$ cat src/rtl/rx.sv
// UART receiver: start, 8 data bits LSB first, parity, 1 stop; mid-bit sampling.
// Optional two-flop input synchronizer when RX_SYNC_EN is defined.
module rx #(
  parameter int unsigned CLK_FREQUENCY = 100_000_000,
  parameter int unsigned BAUD_RATE     = 19_200,
  parameter logic        PARITY        = 1'b1
) (
  input  logic       clk,
  input  logic       rst_n,
  input  logic       din,
  output logic [7:0] dout,
  output logic       busy,
  output logic       data_strobe,
  output logic       rx_error
);

  localparam int unsigned BAUD_CLOCKS = CLK_FREQUENCY / BAUD_RATE;
  localparam int unsigned HALF_CLOCKS = BAUD_CLOCKS / 2;
  localparam int unsigned CNT_W       = (BAUD_CLOCKS > 1) ? $clog2(BAUD_CLOCKS) : 1;

  localparam logic [2:0] IDLE  = 3'd0;
  localparam logic [2:0] START = 3'd1;
  localparam logic [2:0] DATA  = 3'd2;
  localparam logic [2:0] PAR   = 3'd3;
  localparam logic [2:0] STOP  = 3'd4;

  logic             din_s;
  logic [2:0]       state, state_d;
  logic [CNT_W-1:0] cnt, cnt_d;
  logic [2:0]       bit_idx, bit_idx_d;
  logic [7:0]       shreg, shreg_d;
  logic             perr, perr_d;
  logic [7:0]       dout_d;
  logic             busy_d;
  logic             strobe_d;
  logic             err_d;

`ifdef RX_SYNC_EN
  // Metastability guard; resets to the idle line level so reset does not look like a start bit.
  logic [1:0] sync;

  always_ff @(posedge clk or negedge rst_n) begin
    if (!rst_n) begin
      sync <= 2'b11;
    end else begin
      sync <= {sync[0], din};
    end
  end

  assign din_s = sync[1];
`else
  assign din_s = din;
`endif

  // State and output registers.
  always_ff @(posedge clk or negedge rst_n) begin
    if (!rst_n) begin
      state       <= IDLE;
      cnt         <= '0;
      bit_idx     <= '0;
      shreg       <= '0;
      perr        <= 1'b0;
      dout        <= '0;
      busy        <= 1'b0;
      data_strobe <= 1'b0;
      rx_error    <= 1'b0;
    end else begin
      state       <= state_d;
      cnt         <= cnt_d;
      bit_idx     <= bit_idx_d;
      shreg       <= shreg_d;
      perr        <= perr_d;
      dout        <= dout_d;
      busy        <= busy_d;
      data_strobe <= strobe_d;
      rx_error    <= err_d;
    end
  end

  // Next-state and next-output logic.
  always_comb begin
    state_d   = state;
    cnt_d     = cnt;
    bit_idx_d = bit_idx;
    shreg_d   = shreg;
    perr_d    = perr;
    dout_d    = dout;
    busy_d    = busy;
    strobe_d  = 1'b0;
    err_d     = rx_error;

    case (state)
      IDLE: begin
        busy_d = 1'b0;
        if (!din_s) begin
          state_d = START;
          cnt_d   = '0;
          busy_d  = 1'b1;
        end
      end

      START: begin
        if (cnt == CNT_W'(HALF_CLOCKS - 1)) begin
          cnt_d = '0;
          if (din_s) begin
            state_d = IDLE;
            busy_d  = 1'b0;
          end else begin
            state_d   = DATA;
            bit_idx_d = '0;
          end
        end else begin
          cnt_d = cnt + CNT_W'(1);
        end
      end

      DATA: begin
        if (cnt == CNT_W'(BAUD_CLOCKS - 1)) begin
          cnt_d   = '0;
          shreg_d = {din_s, shreg[7:1]};
          if (bit_idx == 3'd7) begin
            state_d = PAR;
          end else begin
            bit_idx_d = bit_idx + 3'd1;
          end
        end else begin
          cnt_d = cnt + CNT_W'(1);
        end
      end

      PAR: begin
        if (cnt == CNT_W'(BAUD_CLOCKS - 1)) begin
          cnt_d   = '0;
          perr_d  = ((^shreg) ^ din_s) != PARITY;
          state_d = STOP;
        end else begin
          cnt_d = cnt + CNT_W'(1);
        end
      end

      STOP: begin
        // Leave at mid-stop so an immediately following start bit is caught.
        if (cnt == CNT_W'(BAUD_CLOCKS - 1)) begin
          cnt_d    = '0;
          dout_d   = shreg;
          strobe_d = 1'b1;
          err_d    = perr | ~din_s;
          busy_d   = 1'b0;
          state_d  = IDLE;
        end else begin
          cnt_d = cnt + CNT_W'(1);
        end
      end

      default: begin
        state_d = IDLE;
        cnt_d   = '0;
        busy_d  = 1'b0;
      end
    endcase
  end

endmodule

$ cat config.mk
export PLATFORM = sky130hd
export DESIGN_NAME = rx
export DESIGN_NICKNAME = d
export VERILOG_FILES = /design/src/rtl/rx.sv
export SDC_FILE = /design/constraint.sdc
export NUM_CORES = 1
export LEC_CHECK = 0
export ABC_AREA = 1
export CAP_MARGIN = 25
export CORE_UTILIZATION = 40
export DETAILED_ROUTE_END_ITERATION = 10
export HOLD_SLACK_MARGIN = 0.06
export MAX_ROUTING_LAYER = met4
export PLACE_DENSITY = 0.54
export SYNTH_ARGS = -nofsm -noshare
export SYNTH_HDL_FRONTEND = slang
export SYNTH_SLANG_ARGS = --single-unit
$ cat constraint.sdc
create_clock -name clk -period 1.7 [get_ports clk]
set_input_delay 0.34 -clock clk [delete_from_list [all_inputs] [get_ports clk]]
set_output_delay 0.34 -clock clk [all_outputs]
set_load 0.005 [all_outputs]
# After elaboration in Yosys (flattened, before gate mapping)
# Index checks and enable logic that the tools add are counted.
# totals
register_bits	39
in_bits	3
# classes
n_addsub	2
n_eq_ne	16
mux	24
bitwise	5
n_reduce_logical	11
# op_table
op	count
13-bit two-way mux	3
13-bit case mux with 3 select lines	1
3-bit two-way mux	10
2-bit != test (second input constant)	9
3-bit case mux with 5 select lines	1
13-bit by 1-bit adder with 13-bit output (second input constant)	1
13-bit by 12-bit equality test with 1-bit output (second input constant)	1
13-bit equality test (second input constant)	1
8-bit parity	1
3-bit by 2-bit equality test with 1-bit output (second input constant)	2
3-bit equality test (second input constant)	2
1-bit two-way mux	6
3-bit case mux with 2 select lines	1
2-bit AND reduction	3
6-bit AND reduction	1
5-bit AND reduction	1
1-bit case mux with 4 select lines	1
4-bit AND reduction	1
3-bit by 1-bit adder with 3-bit output (second input constant)	1
3-bit by 1-bit equality test with 1-bit output (second input constant)	1
3-bit zero test	1
1-bit inverter	3
3-bit OR reduction	1
2-bit two-way mux	1
other kinds (4)	4

# Depth between registers and ports, before layout
# Gate-level depths: netlist of run 1.
# logic_depth
word_depth	4
depth_mapped	10
depth_no_buf	10

# Least setup slack after synthesis of run 1
# OpenSTA, ideal clock, no wires.
# synth_path
path_kind	reg2reg
from	reg cnt[0]
to	reg perr
setup_time_ns	0.113
arrival_time_ns	1.329
required_ns	1.587
setup_slack_ns	0.258
stages_incl_launch_ff	10
cell_sequence	dfrtp_1 -> ha_1 -> nand2_2 -> nor2_4 -> nand3_4 -> buf_6 -> nor2_2 -> nand3_1 -> nand2_1 -> inv_1
# synth_between
elab_chain_cells	2
# synth_lines
item	line_no	text
start: declaration	29	logic [CNT_W-1:0] cnt, cnt_d;
start signal: assignment	69	cnt <= cnt_d;
13-bit equality test	132	if (cnt == CNT_W'(BAUD_CLOCKS - 1)) begin
2-bit AND reduction (no source line)	n/a	
end signal: assignment	72	perr <= perr_d;
end: declaration	32	logic perr, perr_d;
# Every way passes these cells.
# A chain may end at the register's enable or synchronous reset.

# Worst setup path in the final report of run 1
# layout_path
from	reg cnt[1]
to	reg cnt[8]
# layout_between
elab_chain_cells	3
word_cells_on_any_way	6
classes_between	add/sub: 1; eq/ne: 2; mux: 3
# layout_lines
item	line_no	text
13-bit by 1-bit adder with 13-bit output (tied with other cells)	n/a	
13-bit two-way mux (on tied branches)	n/a	
13-bit case mux with 3 select lines *	92	case (state)
# Mark *: on every way between the ends. The rest lies on a longest branch, timed or not.

==> impl_metrics.py, run 1 <==
metrics = {
    "cells_and_area": {
        "areaGrowthSynthToFinish_pct": 15.7,
        "drive_gt1_frac": 0.135,
        "final_net_count": 316,
        "multiInputGateArea_um2": 1040,
        "postLayoutCoreUtil": 0.486,
        "fillers": 515,
        "seq_area_um2": 976,
        "insertedDiodeCount": 0,
        "final_cells": 380,
    },
    "floorplanning": {
        "core_area_um2": 5170,
        "rows": 26,
        "die_x_um": 75.7,
        "initial_utilization": 0.420,
        "dieArea_um2": 5740,
        "die_h_um": 75.7,
        "ios": 14,
    },
    "job": {
        "max-cap-violations": 0,
    },
    "worst_setup_path": {
        "crit_fanout": 8,
        "rr_worst_depth": 8,
        "crit_arrival_ns": 1.72,
        "critPathLaunchType": "flop",
        "crit_required_ns": 1.88,
        "r2r-start": "cnt[1]",
        "startpoint": "cnt[1]",
        "setup.worst_path.end_class": "flop",
        "critPathCapture": "cnt[8]",
        "reg2reg_slack_ns": 0.15,
        "worstSetupPathType": "reg2reg",
        "regToRegEndpoint": "cnt[8]",
    },
    "cts": {
        "cts_buffer_depth": 2,
        "cts_sinks": 39,
        "clk_latency_ns": 0.29,
        "cts_tree": "yes",
        "cts_buffers": 5,
        "htree_levels": 2,
        "clk_pin_slew_worst_paths_ns": 0.08,
        "hold_buffers": 0,
        "clockRootBuffer": "clkbuf_8",
    },
    "synth": {
        "netlist_area_um2": 2170,
        "ys_seq_elements": 39,
        "seq_area_frac_synth": 0.449,
        "synth.avg_cell_area_um2": 7.60,
        "yosysWarningCount": 0,
        "synthDistinctLibCells": 29,
        "synth_fp_nets": 292,
        "synthCells": 286,
    },
    "global_route": {
        "globalRouteOverflowTotal": 0,
        "grt_pass1_vias": 1636,
        "grt_first_pass_wirelength_mm": 7.54,
        "grt_max_degree": 40,
        "grtUsageTotal": 0.181,
        "antenna_found_initial": 0,
    },
    "pwr": {
        "cellPowerDensity_nw_per_um2": 632,
        "ir_drop_v": 0.000419,
        "total_power_mw": 1.59,
        "p_leak_nw": 1.30,
    },
    "drt": {
        "drt_iter0_drc": 63,
        "route.detailed.drc": 0,
        "antenna_left": 0,
        "vias": 1772,
        "wl_per_cell_um": 11.5,
        "drt_first_pass_iters": 4,
        "routed_via_density": 4.66,
        "drt-total-wl_mm": 4.37,
    },
    "sta": {
        "finClkSkew_ns": 0.00694,
        "worst_pin_slew_ns": 0.507,
        "fin_crit_sh": 0.909,
        "setup_viol": 0,
        "slew_viol_final": 0,
        "finalHoldViolations": 0,
        "maxSlewHeadroom": 0.662,
        "rsz0062_at_grt": "false",
        "period_needed_ns": 1.55,
        "setup_ws_ns": 0.154,
        "max_freq_mhz": 647,
    },
    "placement": {
        "dp_hpwl_mm": 3.23,
        "port_buffers": 13,
        "gp_congestion": 0.792,
        "dp.cells": 371,
        "place_ws_ns": -0.0148,
    },
    "run_status": {
        "status": "completed",
    },
    "worst_hold_path": {
        "hold_class": "in2async",
    },
}
==> per-layer routing <==
layer | vias to the layer above | routed length [um] | track usage
met5 | - | 0 | -
met3 | 6 | 105 | 0.0423
met2 | 16 | 1800 | 0.246
met4 | 0 | 55 | 0.0535
li1 | 948 | - | -
met1 | 802 | 2410 | 0.264
==> how the worst min path moves through the flow <==
stage	from	endpoint	slack, ns	depth (start not counted)
final	rst_n	cnt[6]	0.1	2
after global routing	rst_n	cnt[6]	0.15	2
after CTS	rst_n	cnt[6]	0.12	2
after detailed placement	rst_n	cnt[11]	0.44	2
after global placement	rst_n	cnt[11]	0.44	2
after floorplan	rst_n	bit_idx[0]	0.04	0
==> layout make-up <==
| type | count | share of cell area |
|---|---|---|
| well taps | 70 | 0.0348 |
| inverters | 36 | 0.0537 |
| clock buffers | 6 | 0.0328 |
| flip-flops and latches | 39 | 0.388 |
| repair buffers | 21 | 0.0736 |
| multi-input cells | 207 | 0.415 |
| clock inverters | 1 | 0.00199 |
==> where the power goes <==
group	switching, mW	total (mW)	internal, mW
Clock	0.314	0.632	0.318
Combinational	0.0236	0.0309	0.00726
Sequential	0	0.927	0.927
==> sequential cells by signal, summed over array words and instances (netlist names) <==
name / flops
cnt: 13
dout: 8
shreg: 8
bit_idx: 3
state: 3
busy: 1
data_strobe: 1
perr: 1
rx_error: 1
==> worst max-delay path, stage by stage, from the launching register on <==
cell     delay (ns)
dfrtp_1        0.41
ha_4           0.16
nand2_2        0.08
nor2_4         0.13
nand3_4        0.18
nand2_2        0.13
nand2_4        0.11
nor2_8         0.16
nor2_1         0.06
==> layout by cell type (no fill, tap or decap), drive strengths merged, types with 3 or more instances in the layout <==
master / n
xor2: 6
nor2: 28
clkbuf: 6
clkdlybuf4s50: 12
buf: 9
inv: 34
nor3: 8
nand3: 21
nand2: 108
o21ai: 24
clkinv: 3
ha: 3
dfrtp: 39
a21oi: 3
==> Yosys cell counts (all sizes together) <==
cell type | number | area (um^2)
a21oi | 3 | 18.8
a31oi | 1 | 6.26
buf | 4 | 37.5
clkinv | 2 | 7.51
dfrtp | 39 | 976
ha | 3 | 37.5
inv | 34 | 128
nand2 | 108 | 423
nand3 | 21 | 123
nand3b | 2 | 15.0
nand4 | 2 | 12.5
nor2 | 28 | 155
nor3 | 8 | 50.1
o21ai | 24 | 124
xnor2 | 1 | 8.76
xor2 | 6 | 52.6
==> stage by stage <==
step,area (um^2),setup TNS [ns],hold WS (ns)
final,2510,0,0.0987
after global routing,2510,0,0.154
after CTS,2480,0,0.123
after detailed placement,2390,-0.0295,0.439
after global placement,2390,-0.0131,0.436
after floorplan,2170,0,0.0444
==> cell families after synthesis <==
kind of cell / count (synthesis) / synth area share
AND/OR/NAND/NOR: 169 / 0.358
buffers and inverters: 40 / 0.0794
flip-flops: 39 / 0.449
AO/OA/AOI/OAI: 28 / 0.0685
XOR/XNOR: 7 / 0.0282
adder cells (fa/ha/maj): 3 / 0.0173
==> timing repair <==
| action | 4_1_cts | 5_1_grt |
|---|---|---|
| resized for setup | 0 | 3 |
| endpoints found under the setup margin | 0 | 23 |
| endpoints found under the hold margin | 0 | 0 |
| buffers inserted | 0 | 2 |
Note: power is estimated with default switching activity, not from simulation.
==> inputs of run 2 (changes only) <==
--- a/config.mk
+++ b/config.mk
@@ -6,9 +6,11 @@
 export NUM_CORES = 1
 export LEC_CHECK = 0
 export ABC_AREA = 1
+export ABC_CLOCK_PERIOD_IN_PS = 1700
 export CAP_MARGIN = 25
 export CORE_UTILIZATION = 40
 export DETAILED_ROUTE_END_ITERATION = 10
+export GPL_ROUTABILITY_DRIVEN = 0
 export HOLD_SLACK_MARGIN = 0.06
 export MAX_ROUTING_LAYER = met4
 export PLACE_DENSITY = 0.54
==> results of run 2 <==
Final layout, timing and power as in run 1 (identical DEF).
